===== config.mk =====
export PLATFORM = sky130hd
export DESIGN_NAME = pipo_univ_shreg
export DESIGN_NICKNAME = d
export VERILOG_FILES = /design/src/rtl/pipo_shreg_pkg.sv /design/src/rtl/pipo_shift_step.sv /design/src/rtl/pipo_univ_shreg.sv
export SDC_FILE = /design/constraint.sdc
export NUM_CORES = 1
export LEC_CHECK = 0
export CAP_MARGIN = 20
export CORE_MARGIN = 2
export CORE_UTILIZATION = 40
export CTS_BUF_LIST = sky130_fd_sc_hd__clkbuf_4
export CTS_CLUSTER_DIAMETER = 80
export DETAILED_ROUTE_END_ITERATION = 6
export PLACE_DENSITY = 0.78
export SYNTH_ARGS = -nofsm -noshare
export SYNTH_HDL_FRONTEND = slang
export SYNTH_HIERARCHICAL = 1
export SYNTH_SLANG_ARGS = --single-unit

===== constraint.sdc =====
create_clock -name CLK -period 2 [get_ports CLK]
set_input_delay 0.6 -clock CLK [delete_from_list [all_inputs] [get_ports CLK]]
set_output_delay 0.6 -clock CLK [all_outputs]
set_load 0.1 [all_outputs]

===== src/rtl/pipo_shreg_pkg.sv =====
// Shared definitions for the universal PIPO shift register: shift mode
// encoding, FSM state encoding and a ceil-divide helper for run-length math.
package pipo_shreg_pkg;

  // MODE port encoding
  typedef enum logic [1:0] {
    MODE_ROR = 2'b00,  // rotate right
    MODE_ROL = 2'b01,  // rotate left
    MODE_SHR = 2'b10,  // shift right (logical, or arithmetic when enabled)
    MODE_SHL = 2'b11   // logical shift left, zero fill
  } shift_mode_e;

  // Operation FSM states
  typedef enum logic {
    ST_IDLE = 1'b0,
    ST_RUN  = 1'b1
  } shreg_state_e;

  // Number of STEP-sized chunks needed to cover num bit positions
  function automatic int ceil_div(input int num, input int den);
    return (num + den - 1) / den;
  endfunction

endpackage


===== src/rtl/pipo_shift_step.sv =====
// Combinational single-step shifter: moves a WIDTH-bit vector by k positions
// (0..STEP) in the requested mode. Every fixed distance is built from constant
// slices and the live one is selected by k, so no barrel shifter wider than
// STEP positions is generated.
// Macro PIPO_ARITH_SHIFT_EN: when defined, MODE_SHR replicates the MSB into
// vacated bits; otherwise it zero-fills.
module pipo_shift_step
  import pipo_shreg_pkg::*;
#(
  parameter int WIDTH = 8,
  parameter int STEP  = 1,
  parameter int KW    = $clog2(STEP + 1)
) (
  input  logic [WIDTH-1:0] data,
  input  logic [KW-1:0]    k,
  input  shift_mode_e      mode,
  output logic [WIDTH-1:0] result
);

  // Doubled copy makes every rotate a plain window into the vector
  logic [2*WIDTH-1:0] dbl;
  assign dbl = {data, data};

  logic [WIDTH-1:0] ror_c [STEP+1];
  logic [WIDTH-1:0] rol_c [STEP+1];
  logic [WIDTH-1:0] shr_c [STEP+1];
  logic [WIDTH-1:0] shl_c [STEP+1];

  genvar gi;
  generate
    for (gi = 0; gi <= STEP; gi++) begin : g_amt
      assign ror_c[gi] = dbl[gi +: WIDTH];
      assign rol_c[gi] = dbl[WIDTH-gi +: WIDTH];
`ifdef PIPO_ARITH_SHIFT_EN
      assign shr_c[gi] = WIDTH'($signed(data) >>> gi);
`else
      assign shr_c[gi] = data >> gi;
`endif
      assign shl_c[gi] = data << gi;
    end
  endgenerate

  // Pick the candidate for the live distance and mode; k=0 passes data through
  always_comb begin
    result = data;
    for (int i = 0; i <= STEP; i++) begin
      if (k == KW'(i)) begin
        case (mode)
          MODE_ROR: result = ror_c[i];
          MODE_ROL: result = rol_c[i];
          MODE_SHR: result = shr_c[i];
          MODE_SHL: result = shl_c[i];
          default:  result = data;
        endcase
      end
    end
  end

endmodule


===== src/rtl/pipo_univ_shreg.sv =====
// Universal parallel-in/parallel-out shift register. A START launches a
// multi-cycle operation that moves the register by up to STEP bits per clock
// until AMT bits have been covered; LOAD always wins and aborts any operation.
// Macro PIPO_ARITH_SHIFT_EN: when defined, MODE 10 is an arithmetic right
// shift; otherwise it is a logical right shift.
module pipo_univ_shreg
  import pipo_shreg_pkg::*;
#(
  parameter  int WIDTH = 8,
  parameter  int STEP  = 1,
  localparam int AW    = $clog2(WIDTH)
) (
  input  logic             CLK,
  input  logic             RST,
  input  logic             LOAD,
  input  logic             START,
  input  logic [1:0]       MODE,
  input  logic [AW-1:0]    AMT,
  input  logic [WIDTH-1:0] Din,
  output logic [WIDTH-1:0] Dout,
  output logic             BUSY,
  output logic             DONE
);

  localparam int KW = $clog2(STEP + 1);

  shreg_state_e     state_reg;
  shift_mode_e      mode_reg;
  logic [AW-1:0]    rem_reg;
  logic [WIDTH-1:0] dout_reg;
  logic             busy_reg;
  logic             done_reg;

  logic [KW-1:0]    k_step;
  logic [AW-1:0]    rem_next;
  logic [WIDTH-1:0] shifted;

  // Distance for this cycle is min(STEP, remaining); remaining is 0 in IDLE
  always_comb begin
    k_step   = (rem_reg > AW'(STEP)) ? KW'(STEP) : KW'(rem_reg);
    rem_next = rem_reg - AW'(k_step);
  end

  pipo_shift_step #(
    .WIDTH (WIDTH),
    .STEP  (STEP),
    .KW    (KW)
  ) u_step (
    .data   (dout_reg),
    .k      (k_step),
    .mode   (mode_reg),
    .result (shifted)
  );

  // Operation FSM with registered data, BUSY and DONE
  always_ff @(posedge CLK or posedge RST) begin
    if (RST) begin
      state_reg <= ST_IDLE;
      mode_reg  <= MODE_ROR;
      rem_reg   <= '0;
      dout_reg  <= '0;
      busy_reg  <= 1'b0;
      done_reg  <= 1'b0;
    end else begin
      done_reg <= 1'b0;
      if (LOAD) begin
        dout_reg  <= Din;
        state_reg <= ST_IDLE;
        rem_reg   <= '0;
        busy_reg  <= 1'b0;
      end else begin
        case (state_reg)
          ST_IDLE: begin
            if (START) begin
              if (AMT == '0) begin
                done_reg <= 1'b1;
              end else begin
                mode_reg  <= shift_mode_e'(MODE);
                rem_reg   <= AMT;
                state_reg <= ST_RUN;
                busy_reg  <= 1'b1;
              end
            end
          end
          ST_RUN: begin
            dout_reg <= shifted;
            rem_reg  <= rem_next;
            if (rem_next == '0) begin
              state_reg <= ST_IDLE;
              busy_reg  <= 1'b0;
              done_reg  <= 1'b1;
            end
          end
          default: begin
            state_reg <= ST_IDLE;
            busy_reg  <= 1'b0;
          end
        endcase
      end
    end
  end

  assign Dout = dout_reg;
  assign BUSY = busy_reg;
  assign DONE = done_reg;

endmodule


Word-level counts from Yosys, hierarchy flattened
Cells that the tools add are included.
{ "totals": {"regBits": 16, "inputBits": 17, "word_cells": 51} }
{ "op_classes": {"add_sub_neg": 1, "n_lt_le_gt_ge": 1, "eq_ne": 7, "muxes": 24, "bitwise_logic": 3, "n_reduce_logical": 9} }
{ "op_table": {"columns": ["op", "count"], "rows": [
  ["8-bit one-hot mux with 4 select lines", 1],
  ["8-bit 2-to-1 mux", 3],
  ["1-bit 2-to-1 mux", 13],
  ["3-bit 2-to-1 mux", 3],
  ["3-bit zero test", 2],
  ["3-bit inequality test, second input constant", 2],
  ["1-bit one-hot mux with 2 select lines", 3],
  ["3-bit one-hot mux with 2 select lines", 1],
  ["2-bit == test, second input constant", 2],
  ["2-bit AND reduction", 2],
  ["4-bit AND reduction", 1],
  ["4-bit OR reduction", 1],
  ["3-bit by 1-bit > comparator with 1-bit output, second input constant", 1],
  ["3-bit by 1-bit inequality test with 1-bit output, second input constant", 1],
  ["3-bit by 2-bit inequality test with 1-bit output, second input constant", 1],
  ["1-bit NOT", 3],
  ["3-bit AND reduction", 1],
  ["3-bit by 1-bit subtractor with 3-bit output", 1],
  ["2-bit by 1-bit == test with 1-bit output, second input constant", 1],
  ["2-bit zero test", 1],
  ["2-bit nonzero test", 1]
]} }

Logic depth before layout (Yosys ltp)
{ "logic_depth": {"depth_word": 7, "mapped_depth": 7} }

Hierarchy
Netlist, hierarchy kept.
{ "modules_own_cells": {"columns": ["mod", "n_inst", "cells_per_inst", "area_each_um2", "seq_area_each_um2"], "rows": [
  ["pipo_univ_shreg", 1, 77, 810.8, 400.4],
  ["pipo_shift_step", 1, 29, 185.2, 0.0]
]} }

Least setup slack after synthesis
Ideal clock, no wire load.
{ "synth_timing": {"path_type": "reg2reg", "from": "register dout_reg[0] (netlist: Dout[0])", "to": "register dout_reg[7] (netlist: Dout[7])", "setup_ps": 83, "t_arrival_ps": 1751, "required_ps": 1917, "path_slack_ps": 166, "stages_incl_launch_ff": 5, "synth_period_minus_slack_ps": 1834, "cell_sequence": "dfrtp_1 -> or3b_1 -> a31oi_2 -> mux2i_1 -> o21ai_0"} }
{ "synth_via": {"elab_chain_cells": 4} }
{ "synth_rtl": {"columns": ["element", "line", "rtl"], "rows": [
  ["start: declaration", "pipo_univ_shreg.sv:30", "logic [WIDTH-1:0] dout_reg;"],
  ["start signal: assignment", "pipo_univ_shreg.sv:67", "dout_reg <= Din;"],
  ["start signal: assignment", "pipo_univ_shreg.sv:86", "dout_reg <= shifted;"],
  ["8-bit one-hot mux with 4 select lines", "pipo_shift_step.sv:48", "case (mode)"],
  ["8-bit 2-to-1 mux", "pipo_shift_step.sv:47", "if (k == KW'(i)) begin"],
  ["via shifted[7]", "pipo_univ_shreg.sv:36", "logic [WIDTH-1:0] shifted;"],
  ["8-bit 2-to-1 mux", "pipo_univ_shreg.sv:72", "case (state_reg)"],
  ["8-bit 2-to-1 mux", "pipo_univ_shreg.sv:66", "if (LOAD) begin"]
]} }
The timed path passes the listed nets, and every way through them passes these cells. The select of a mux whose other input is x is not followed.
A chain may end at the register's enable or synchronous reset.

Worst setup path after layout
{ "layout_timing": {"from": "input port AMT[0]", "to": "register mode_reg[0]"} }
{ "layout_via": {"elab_chain_cells": 3} }
{ "layout_rtl": {"columns": ["element", "line", "rtl"], "rows": [
  ["start: declaration", "pipo_univ_shreg.sv:18", "input logic [AW-1:0] AMT,"],
  ["3-bit zero test", "pipo_univ_shreg.sv:75", "if (AMT == '0) begin"],
  ["1-bit NOT (no source line)", null, null],
  ["4-bit AND reduction (no source line)", null, null],
  ["end signal: assignment", "pipo_univ_shreg.sv:78", "mode_reg <= shift_mode_e'(MODE);"],
  ["end: declaration", "pipo_univ_shreg.sv:28", "shift_mode_e mode_reg;"]
]} }
No other way between the ends.

==> flow_summary.yaml <==
synth:
  yosysTopAreaCell: "dfrtp_1"
  async_flop_share: 1.00
  ys_seq_elements: 16
  synth.most_common_cell: "dfrtp_1"
  synth_flop_cell: "dfrtp_1"
  syn_nets: 124
  netlist_instances: 106
  syn-cell-area_um2: 996
  synthDistinctLibCells: 34
  ys_seq_area_frac: 0.402
  synthTopCellsByCount: "dfrtp_1, mux2i_1, nor2_1, nand2_1, o21ai_0"
  synth_top_area_share: 0.402
  synth.avg_cell_area_um2: 9.40
  yosys_warnings: 6
  synth.area.top_cells: "dfrtp_1, mux2i_1, o21ai_0"
  synth_edf_count: 0
power_and_ir_drop:
  power.switching_mw: 0.548
  power_density_nw_per_um2: 893
  leakagePower_nw: 0.614
  p_int_mw: 0.702
  total_power_mw: 1.25
  share_comb_of_total_power: 0.495
  pwr-share-clk: 0.135
  power_frac_seq: 0.370
  irDropWorstVdd_uv: 598
  p_sw_frac: 0.438
clock_network:
  htreeDepth: 1
  cts_resized: 0
  cts_buffers: 3
  postCtsSetupRepairBufs: 0
  clk_latency_ns: 0.28
  clockBufferDepth: 2
  cts_root_buf: "clkbuf_4"
  cts_tree: "yes"
  clk_pin_slew_ns: 0.09
  cts.sinks: 16
  cts_hold_buf: 0
setup_path:
  critPathMaxFanout: 4
  endpoint_kind: "flip-flop"
  cp_num_buf_inv: 1
  worstPathCellList: "clkdlybuf4s50_1, or3_4, nand2_1, mux2_2"
  cp.arrival_ns: 1.89
  critPathTopFamily: "simple AND/OR/NAND/NOR gates"
  r2r-start: "rem_reg[1]"
  r2r_cells: 5
  r2r-end: "Dout[7]"
  start_kind: "input pin"
  r2r_setup_slack_ns: 0.31
  critPathMaxStageDelay_ns: 0.42
  cpMaxStageDelayCell: "clkdlybuf4s50_1"
  crit_required_ns: 2.18
  crit_type: "input pin to flip-flop"
timing:
  period_needed_ns: 1.71
  fin_crit_sh: 0.855
  worstMarginPinSlew_ns: 0.635
  drv_slew: 0
  fmax_mhz: 585
  rsz0062_at_grt: "false"
  setup_viol: 0
  finalSetupTns_ns: 0
  hold_violations: 0
  skew_ns: 0.00626
  relSlewSlack: 0.576
detailed_routing:
  drtIter0Drc: 13
  drt-pass1-iter-count: 6
  finalWirelength_mm: 2.20
  postRouteAntennaNets: 0
  vias: 870
  vias_per_cell: 5.37
  avgRoutedWirePerCell_um: 13.6
  drc_errors: 0
floorplan:
  start_util: 0.413
  die_area_um2: 2910
  die_x_um: 53.9
  die_height_um: 53.9
  core_um2: 2410
  rows: 18
  io_pins: 27
finish:
  n_fill_cell: 216
  nets: 152
  antenna_cells: 0
  synthToLayoutAreaGrowth_pct: 40.6
  largest_reg_flops: 8
  post-route-util: 0.581
  multiInputGateArea_um2: 542
  register_area_um2: 400
  layout-drive-gt1-share: 0.174
global_routing:
  first_global_vias: 815
  antenna_found_initial: 0
  grt_max_degree: 25
  gr-usage-all-layers: 0.168
  grt_pass1_wl_mm: 3.46
  grt-ovfl-total: 0
status:
  status: "finished clean"
placement:
  place_congestion: 0.775
  hpwl_mm: 1.60
  io_buffers: 26
hold_path:
  min_from: "mode_reg[1]"
  whs_path_depth: 1
  min_to: "mode_reg[1]"
  min_path_type: "flip-flop to flip-flop"
run:
  drv_cap: 0
-- power by group through the flow --
stage                     Combinational [mW]  Sequential, mW  Clock (mW)
after global routing                   0.661           0.472       0.182
after CTS                              0.621           0.462       0.173
after detailed placement               0.620           0.467           0
after floorplan                        0.254           0.625           0
final                                  0.619           0.463       0.168
after global placement                 0.608           0.465           0
-- cells in the final DEF (no fill, tap or decap), types with 2 or more instances in the layout --
cell type        synthesis  final
mux2_2                   2      2
buf_4                    1      4
nand2_1                 10     10
buf_12                   0     10
inv_1                    2      2
o21ai_0                 10     10
dfrtp_1                 16     16
nor2_1                  11     11
nand2b_1                 4      4
clkdlybuf4s50_1          0     16
mux2i_1                 14     14
clkbuf_4                 0      3
a21oi_1                  9      9
-- final cells by class --
| cell class | instances | area share |
|---|---|---|
| Timing Repair Buffer | 30 | 0.279 |
| Sequential cell | 16 | 0.286 |
| Multi-Input combinational cell | 81 | 0.387 |
| Tap cell | 30 | 0.0268 |
| Clock buffer | 3 | 0.0161 |
| Inverter | 2 | 0.00536 |
-- worst max path at each step --
stage	depth (start not counted)	to	from	slack, ns
5_1_grt	5	Dout[7]	rem_reg[1]	0.19
2_1_floorplan	4	Dout[7]	Dout[0]	0.17
6_report	4	mode_reg[0]	AMT[0]	0.29
4_1_cts	4	mode_reg[0]	AMT[0]	0.30
3_3_place_gp	4	mode_reg[0]	AMT[0]	0.007
3_5_place_dp	4	mode_reg[0]	AMT[0]	-0.02
-- logic make-up (layout without fill, tap and decap cells) --
family | count (synthesis) | after routing | synth area share
compound gates | 29 | 29 | 0.181
xor+xnor | 1 | 1 | 0.00880
fa+ha+maj | 1 | 1 | 0.0126
buf+inv | 9 | 35 | 0.0540
flops | 16 | 16 | 0.402
mux | 16 | 16 | 0.163
simple gates | 34 | 34 | 0.178
-- metal layers --
layer  track usage  up-vias  routed length [um]
met4        0.0897        0                  34
met2         0.256       21                1050
met3        0.0278        4                 105
li1              -      436                   -
met1         0.227      409                1010
met5             0        -                   0
-- worst reg2reg max path, delay by kind of cell (launching register included) --
| family | cells | cell delay [ns] |
|---|---|---|
| flops | 1 | 0.42 |
| simple gates | 2 | 0.85 |
| compound gates | 2 | 0.15 |
| mux | 1 | 0.16 |
-- stage by stage --
step	hold WS (ns)	area, um^2	instances	setup slack, ns
final	0.544	1400	162	0.290
after global routing	0.570	1400	162	0.190
after CTS	0.544	1400	162	0.295
after detailed placement	0.515	1380	159	-0.0151
after global placement	0.511	1380	159	0.00747
after floorplan	0.487	996	106	0.166
No activity file was read; power rests on OpenSTA's default activity.
